File: config.mk
export PLATFORM = sky130hd
export DESIGN_NAME = ulpi_reg_arbiter
export DESIGN_NICKNAME = d
export VERILOG_FILES = /design/src/rtl/ulpi_reg_arbiter.sv
export SDC_FILE = /design/constraint.sdc
export NUM_CORES = 1
export LEC_CHECK = 0
export CORE_ASPECT_RATIO = 1.5
export CORE_UTILIZATION = 43
export DETAILED_ROUTE_END_ITERATION = 8
export GPL_TIMING_DRIVEN = 0
export HOLD_SLACK_MARGIN = 0.05
export PLACE_DENSITY = 0.79
export SYNTH_ARGS = -nofsm -noshare
export SYNTH_HDL_FRONTEND = slang
export SYNTH_SLANG_ARGS = --single-unit
File: constraint.sdc
create_clock -name CLK_60M -period 2.2 [get_ports CLK_60M]
set_input_delay 0.33 -clock CLK_60M [delete_from_list [all_inputs] [get_ports CLK_60M]]
set_output_delay 0.33 -clock CLK_60M [all_outputs]
set_load 0.005 [all_outputs]
File: src/rtl/ulpi_reg_arbiter.sv
// ulpi_reg_arbiter
// Round-robin arbiter and sequencer sharing the single ULPI register-access
// port among N_REQ requesters. Serialises transactions, retries failures up
// to MAX_RETRY times and returns read data with a per-requester ACK/ERR pulse.
//
// Ports:
//   CLK_60M, NRST_A_USB          60 MHz ULPI clock, async active-low reset
//   READY                        ULPI block can accept a register command
//   REQ, REQ_RW                  per-requester request / direction (1 = write)
//   REQ_ADDR, REQ_DATA           packed 6-bit addresses / 8-bit write data
//   GNT, ACK, ERR                one-hot grant, success pulse, error pulse
//   RD_DATA                      last read result
//   REG_EN, REG_RW, REG_ADDR,
//   REG_DATA_I                   command to the ULPI block
//   REG_DATA_O, REG_DONE,
//   REG_FAIL                     response from the ULPI block
//
// Optional feature: define ULPI_ARB_TIMEOUT_EN to build a WAIT-state timer
// that treats TIMEOUT_CYC silent WAIT cycles like REG_FAIL.
//
// state | meaning
// IDLE  | arbitrate from ptr, latch winner's fields
// ISSUE | REG_EN high, hold until READY
// WAIT  | wait for REG_DONE / REG_FAIL (or timeout)
// DONE  | one-cycle ACK/ERR pulse, advance ptr, drop GNT

module ulpi_reg_arbiter #(
  parameter int N_REQ       = 3,
  parameter int MAX_RETRY   = 2,
  parameter int TIMEOUT_CYC = 200
) (
  input  logic                 CLK_60M,
  input  logic                 NRST_A_USB,
  input  logic                 READY,
  input  logic [N_REQ-1:0]     REQ,
  input  logic [N_REQ-1:0]     REQ_RW,
  input  logic [6*N_REQ-1:0]   REQ_ADDR,
  input  logic [8*N_REQ-1:0]   REQ_DATA,
  output logic [N_REQ-1:0]     GNT,
  output logic [N_REQ-1:0]     ACK,
  output logic [N_REQ-1:0]     ERR,
  output logic [7:0]           RD_DATA,
  output logic                 REG_EN,
  output logic                 REG_RW,
  output logic [5:0]           REG_ADDR,
  output logic [7:0]           REG_DATA_I,
  input  logic [7:0]           REG_DATA_O,
  input  logic                 REG_DONE,
  input  logic                 REG_FAIL
);

  localparam int PW = (N_REQ > 1) ? $clog2(N_REQ) : 1;

  typedef enum logic [1:0] {S_IDLE, S_ISSUE, S_WAIT, S_DONE} state_t;

  state_t        state;
  logic [PW-1:0] ptr;
  logic [PW-1:0] g_idx;
  logic [2:0]    retry_cnt;
  logic          lat_rw;
  logic [5:0]    lat_addr;
  logic [7:0]    lat_data;

  logic [PW-1:0] sel_idx;
  logic          sel_vld;
  logic          sel_rw;
  logic [5:0]    sel_addr;
  logic [7:0]    sel_data;
  logic          timeout;

  // Cyclic search from ptr: walking k downwards leaves the nearest hit last.
  always_comb begin
    int idx;
    idx      = 0;
    sel_vld  = 1'b0;
    sel_idx  = '0;
    sel_rw   = 1'b0;
    sel_addr = '0;
    sel_data = '0;
    for (int k = N_REQ - 1; k >= 0; k--) begin
      idx = int'(ptr) + k;
      if (idx >= N_REQ) idx = idx - N_REQ;
      if (REQ[idx[PW-1:0]]) begin
        sel_vld = 1'b1;
        sel_idx = idx[PW-1:0];
      end
    end
    for (int i = 0; i < N_REQ; i++) begin
      if (sel_idx == PW'(i)) begin
        sel_rw   = REQ_RW[i];
        sel_addr = REQ_ADDR[6*i +: 6];
        sel_data = REQ_DATA[8*i +: 8];
      end
    end
  end

`ifdef ULPI_ARB_TIMEOUT_EN
  localparam int TW = $clog2(TIMEOUT_CYC + 1);
  logic [TW-1:0] wait_cyc;

  // Held at zero outside WAIT, so every entry into WAIT starts a fresh count.
  always_ff @(posedge CLK_60M or negedge NRST_A_USB) begin
    if (!NRST_A_USB)          wait_cyc <= '0;
    else if (state != S_WAIT) wait_cyc <= '0;
    else                      wait_cyc <= wait_cyc + TW'(1);
  end

  // Fires on the TIMEOUT_CYC-th WAIT cycle.
  assign timeout = (state == S_WAIT) && (wait_cyc == TW'(TIMEOUT_CYC - 1));
`else
  // No timer in this build; the comparison is constant false.
  assign timeout = (TIMEOUT_CYC < 0);
`endif

  always_ff @(posedge CLK_60M or negedge NRST_A_USB) begin
    if (!NRST_A_USB) begin
      state      <= S_IDLE;
      ptr        <= '0;
      g_idx      <= '0;
      retry_cnt  <= '0;
      lat_rw     <= 1'b0;
      lat_addr   <= '0;
      lat_data   <= '0;
      GNT        <= '0;
      ACK        <= '0;
      ERR        <= '0;
      RD_DATA    <= '0;
      REG_EN     <= 1'b0;
      REG_RW     <= 1'b0;
      REG_ADDR   <= '0;
      REG_DATA_I <= '0;
    end else begin
      ACK <= '0;
      ERR <= '0;
      case (state)
        S_IDLE: begin
          if (sel_vld) begin
            g_idx      <= sel_idx;
            GNT        <= {{(N_REQ-1){1'b0}}, 1'b1} << sel_idx;
            lat_rw     <= sel_rw;
            lat_addr   <= sel_addr;
            lat_data   <= sel_data;
            retry_cnt  <= '0;
            REG_EN     <= 1'b1;
            REG_RW     <= sel_rw;
            REG_ADDR   <= sel_addr;
            REG_DATA_I <= sel_data;
            state      <= S_ISSUE;
          end
        end
        S_ISSUE: begin
          if (READY) begin
            REG_EN     <= 1'b0;
            REG_RW     <= 1'b0;
            REG_ADDR   <= '0;
            REG_DATA_I <= '0;
            state      <= S_WAIT;
          end
        end
        S_WAIT: begin
          // A real response beats both failure and timeout.
          if (REG_DONE) begin
            ACK   <= GNT;
            if (!lat_rw) RD_DATA <= REG_DATA_O;
            state <= S_DONE;
          end else if (REG_FAIL || timeout) begin
            if (retry_cnt < 3'(MAX_RETRY)) begin
              retry_cnt  <= retry_cnt + 3'd1;
              REG_EN     <= 1'b1;
              REG_RW     <= lat_rw;
              REG_ADDR   <= lat_addr;
              REG_DATA_I <= lat_data;
              state      <= S_ISSUE;
            end else begin
              ERR   <= GNT;
              state <= S_DONE;
            end
          end
        end
        S_DONE: begin
          GNT   <= '0;
          ptr   <= (g_idx == PW'(N_REQ - 1)) ? '0 : g_idx + PW'(1);
          state <= S_IDLE;
        end
        default: state <= S_IDLE;
      endcase
    end
  end

endmodule
After elaboration in Yosys (flattened, before gate mapping)
Index checks and enable logic that the tools add are counted.
W data, S select, Z words.
- $add $sub $neg: 7
- $mul: 0
- div/mod/pow operators: 0
- $lt $le $gt $ge: 7
- equal/unequal tests: 12
- shifts and indexed selects: 1
- mux-type cells: 67
- bitwise logic cells: 1
- reductions and logical operators: 11
- operators by type and width (kind ; count):
    $mux W8 ; 8
    $mux W6 ; 8
    $mux W3 ; 11
    $mux W2 ; 12
    $pmux W8 S3 ; 1
    $mux W1 ; 18
    $pmux W6 S3 ; 1
    $pmux W3 S2 ; 2
    $ne A2 B2 Y1 const B ; 5
    $lt A2 B3 Y1 const B ; 3
    $eq A2 B2 Y1 const B ; 4
    $pmux W2 S4 ; 1
    $bmux W1 S2 ; 3
    $ge A3 B2 Y1 const B ; 2
    $pmux W1 S3 ; 2
    $reduce_and A3 Y1 ; 2
    $reduce_and A6 Y1 ; 1
    $sub A2 B2 Y2 const B ; 3
    $reduce_and A5 Y1 ; 1
    $eq A2 B1 Y1 const B ; 2
    $logic_not A2 Y1 ; 2
    $reduce_and A2 Y1 ; 2
    $reduce_bool A2 Y1 ; 2
    $add A2 B1 Y3 const B ; 1
    9 further kinds ; 9
- flip-flop bits (word level): 57
- bits in latches: 0
- bits in writable memories: 0
- bits in read-only memories: 0
- output and inout port bits: 33
- memories: 0

Depth between registers and ports, before layout
- depth in word-level cells: 14
- depth in mapped cells: 10
- gate-level depth less buffers: 7

Worst setup path before layout
OpenSTA, ideal clock, no wires.
- path kind: register to register
- start: register ptr[0]
- end: register REG_DATA_I[4]
- setup time: 0.138 ns
- arrival: 2.019 ns
- setup slack: 0.043 ns
- cell stages (with the launch flop): 10
- buffers on the path: 2
- period minus slack after synthesis: 2.157 ns
- cell sequence: dfrtp_1 inv_1 ha_1 buf_6 and2_4 o32a_1 a21o_1 buf_2 a221oi_1 o211ai_1
- cells in the longest elaborated chain, start to end: 14
- elaborated cells on any way between the ends: 33
- classes of those cells: add/sub (5); order compare (3); eq/ne (3); mux (20); reduce/logical (2)
- ends and longest elaborated chain (element ; RTL line ; text):
    start: declaration ; 57 ; logic [PW-1:0] ptr;
    start signal: assignment ; 182 ; ptr <= (g_idx == PW'(N_REQ - 1)) ? '0 : g_idx + PW'(1);
    $add A2 B2 Y3 ; 81 ; idx = int'(ptr) + k;
    $ge A3 B2 Y1 or $sub A2 B2 Y2 (tied branches) ; 82 ; if (idx >= N_REQ) idx = idx - N_REQ;
    $mux W2 ; 82 ;
    $bmux W1 S2 ; 83 ; if (REQ[idx[PW-1:0]]) begin
    $mux W1 (implied by the code) ; 83 ;
    $mux W2 (3 in a row) ; 83 ;
    $logic_not A2 Y1 ; 89 ; if (sel_idx == PW'(i)) begin
    $mux W8 (3 in a row) ; 89 ;
    $mux W8 ; 137 ; if (sel_vld) begin
    $pmux W8 S3 ; 135 ; case (state)
    end signal: assignment ; 147 ; REG_DATA_I <= sel_data;
    end signal: assignment ; 172 ; REG_DATA_I <= lat_data;
    end: declaration ; 46 ; output logic [7:0] REG_DATA_I,
Parallel ways exist; a longest one is shown, timed or not. The select of a mux whose other input is x is not followed.
A chain may end at the register's enable or synchronous reset.

Worst setup path after layout
- start: register state[0]
- end: register REG_ADDR[5]
- cells in the longest elaborated chain, start to end: 3
- elaborated cells on any way between the ends: 11
- classes of those cells: eq/ne (7); mux (1); reduce/logical (3)
- ends and longest elaborated chain (element ; RTL line ; text):
    start: declaration ; 56 ; state_t state;
    start signal: assignment ; 117 ; state <= S_IDLE;
    start signal: assignment ; 148 ; state <= S_ISSUE;
    start signal: assignment ; 157 ; state <= S_WAIT;
    $eq A2 B2 Y1, or another cell as far along ; 135 ;
    $ne A2 B2 Y1 (no line) or $reduce_bool A3 Y1 (tied branches) ; - ;
    $reduce_and A6 Y1 (no line) ; - ;
    end signal: assignment ; 146 ; REG_ADDR <= sel_addr;
    end signal: assignment ; 171 ; REG_ADDR <= lat_addr;
    end: declaration ; 45 ; output logic [5:0] REG_ADDR,
Parallel ways exist; a longest one is shown, timed or not.

==> impl_results.md <==
- Area delta synth->final: 75.91%
- Critical path's top delay family: buffers and inverters
- WHS: 479.7 ps
- CP Buf/Inv Count: 3
- Synthesized area per cell: 9.629 sq um
- Yosys reg bits: 57
- CTS tree: yes
- Clk_skew: 7.797 ps
- Finished layout cell area: 5793 sq um
- Die Wd: 73.46 um
- Total grt overflow: 0
- CTS Buf Count: 9
- NumNets Final: 561
- Yosys warns: 0
- Number of setup violations in the final report: 35
- CP cell instances: inv_1 -> ha_1 -> clkbuf_1 -> and2_1 -> buf_1 -> a221oi_1 -> o31ai_1
- Run status: finished with violations
- Slew @ Worst Pin: 587.0 ps
- Via density: 6.409
- CP max stage cell: dfrtp_1
- Pins Over Slew Limit: 0
- # DRC: 0
- GPL Wtd Cong: 0.8940
- Global-route wire length before repair: 18670 um
- Post-synth ARST share: 100.0%
- Critical path type: register to register
- Htree depth: 3
- DRT Pass-1 Iters: 6
- Core ar.: 7322 sq um
- Post-layout minimum cycle time: 2492 ps
- Power per Cell Area: 1628 nW/um^2
- Startpoint types: register
- Cell Area, Synth: 3293 sq um
- Fin crit share: 113.3%
- Mapped Nets: 412
- Cells after Synth: 342
- Die Y: 109.2 um
- Final WS setup: -291.9 ps
- RSZ-0062 raised after global routing: true
- HP Start: lat_data[2]
- Total power: 9.431 mW
- # diodes: 0
- CP startpoint: state[0]
- Share of cells above drive strength 1: 33.27%
- Sequential share of the synthesized area: 43.31%
- Slowest stage delay, CP: 420 ps
- Port-buffer cells: 93
- Clock buffer depth: 2
- Placed inst area: 4364 sq um
- Initial antenna violation count: 0
- Clk root buf: clkbuf_8
- WP data arrival: 2720 ps
- Synth cell types: 55
- Cell Rows: 38
- Final WL: 14110 um
- Initial core utilization: 44.98%
- Violated checks: negative setup slack
- Gr usage total: 31.48%
- FF-to-FF Start: state[0]
- Synth Flop Type: dfrtp_1
- Reg clk slew, reported paths: 70 ps
- Final hold violation count: 0
- Final antenna-violating net count: 0
- Max Freq: 401.3 MHz
- Post-synth EDFFs: 0
- Drt wl/cell: 23.67 um
- Num ports: 94
- Max-cap violation count: 0
- Maximum VDD drop: 0.9389 mV
- Largest net degree at the start of global routing: 34
- Worst EP required: 2430 ps
- Detailed placement HPWL: 7248 um
- Hold WC Path Type: register to register
- Routed via count: 3820
- Crit-path max FO: 10
- Pre-CTS setup slack: -483.0 ps
- CTS Sinks: 57
- Initial DRC Count: 560
- Skew-Pair Late Insertion Delay: 350 ps
- Vias in the first global route: 3752
- Relative slew slack: 60.87%
- CP Capture Type: register
- Placed Cells: 536
- Non-Filler Instances: 596
- Leakage: 2.359 nW
- Die Area: 8020 sq um
## tightest hold or removal path, delay by kind of cell (launching register included)
kind / cells / cell delay, ps
AO/OA/AOI/OAI: 1 / 60
flip-flops: 1 / 340
AND/OR/NAND/NOR: 1 / 50
## placed cells by master, fill, tap and decap left out, types with 8 or more instances in the layout
master	count
a211oi_2	9
inv_1	18
nor2_1	14
and3_1	10
o211ai_1	10
buf_4	32
clkbuf_8	12
buf_6	15
nand2_1	17
o31ai_1	12
mux2_2	8
nor2b_1	8
o21ai_0	18
clkdlybuf4s50_1	91
dfrtp_1	56
## state kept, by name, indices dropped and copies added (netlist names), 3 cells and up
name / count
retry_cnt: 3
REG_ADDR: 6
GNT: 3
lat_addr: 6
lat_data: 8
REG_DATA_I: 8
ERR: 3
RD_DATA: 8
ACK: 3
## stage by stage
| stage | util, % | setup TNS, ps |
|---|---|---|
| after floorplan | - | 0 |
| after global placement | 59.40 | -65180 |
| after detailed placement | 59.60 | -14190 |
| after CTS | 73.12 | -1473 |
| after global routing | 79.12 | -8420 |
| final | 79.12 | -5033 |
## cell type report
class	count	area, sq um
buffer	24	225.2
clock buffer	14	162.7
clock inverter	2	60.06
fill	427	1529
inverter	20	75.07
multi-input combinational	238	2297
sequential	57	1428
tap	100	125.1
timing repair buffer	141	1420
## layer usage
metal	up-vias	track usage (%)	wire, um
met5	-	0	0
met4	0	20.33	877
met3	94	7.209	1168
met2	306	53.08	7189
met1	1832	34.99	4870
li1	1588	-	-
## cells in the mapped netlist (all sizes together), types with 2 or more instances
| library cell | n | share of area [%] |
|---|---|---|
| inv | 20 | 2.3 |
| o32a | 2 | 0.61 |
| mux2i | 4 | 1.2 |
| or2 | 2 | 0.38 |
| nor3 | 4 | 0.76 |
| a211o | 2 | 0.53 |
| nand3 | 7 | 1.1 |
| o2111ai | 6 | 1.6 |
| o31ai | 18 | 4.3 |
| o21ai | 26 | 4.0 |
| o211ai | 10 | 2.3 |
| a21oi | 7 | 1.1 |
| dfrtp | 57 | 43 |
| nand2b | 2 | 0.38 |
| nand4 | 4 | 0.76 |
| a311o | 3 | 0.91 |
| buf | 14 | 2.6 |
| a2111oi | 6 | 1.6 |
| a211oi | 15 | 3.4 |
| clkbuf | 13 | 1.5 |
| nor2b | 8 | 1.5 |
| and3 | 10 | 1.9 |
| ha | 9 | 3.4 |
| a221oi | 12 | 3.4 |
| a22o | 4 | 1.1 |
| nand2 | 25 | 2.8 |
| o32ai | 2 | 0.76 |
| mux2 | 9 | 3.1 |
| and2 | 6 | 1.2 |
| o22ai | 2 | 0.38 |
| nor2 | 18 | 2.1 |
## cells by family after synthesis
kind of cell               synth area share [%]
adders and majority gates                 3.420
buffers and inverters                     6.383
muxes                                     4.293
DFF                                       43.31
AOI/OAI and AO/OA                         28.23
and+or+nand+nor                           14.36
## path summary, 6_finish.rpt
| kind | to | slack, ps | depth (start not counted) |
|---|---|---|---|
| max | REG_ADDR[5] | -290 | 7 |
| min | lat_data[2] | 480 | 2 |
| max reg2reg | REG_ADDR[5] | -290 | 7 |
| min reg2reg | lat_data[2] | 480 | 2 |
| max in group asynchronous | REG_ADDR[2] | 1090 | 3 |
| min in group asynchronous | REG_DATA_I[3] | 520 | 2 |
## power by group
group	switching [mW]	leakage (nW)	internal, mW
combinational	3.43	1.53	3.02
clock	0.452	0.111	0.702
sequential	0.320	0.722	1.50
total	4.20	2.36	5.23
## what timing repair did
action	CTS	global route
gates cloned	2	5
pin swaps	31	50
setup endpoints to repair	41	40
endpoints found under the hold margin	24	0
resized for setup	101	83
setup buffers	27	15
hold buffers	1	0
No activity file was read; power rests on OpenSTA's default activity.
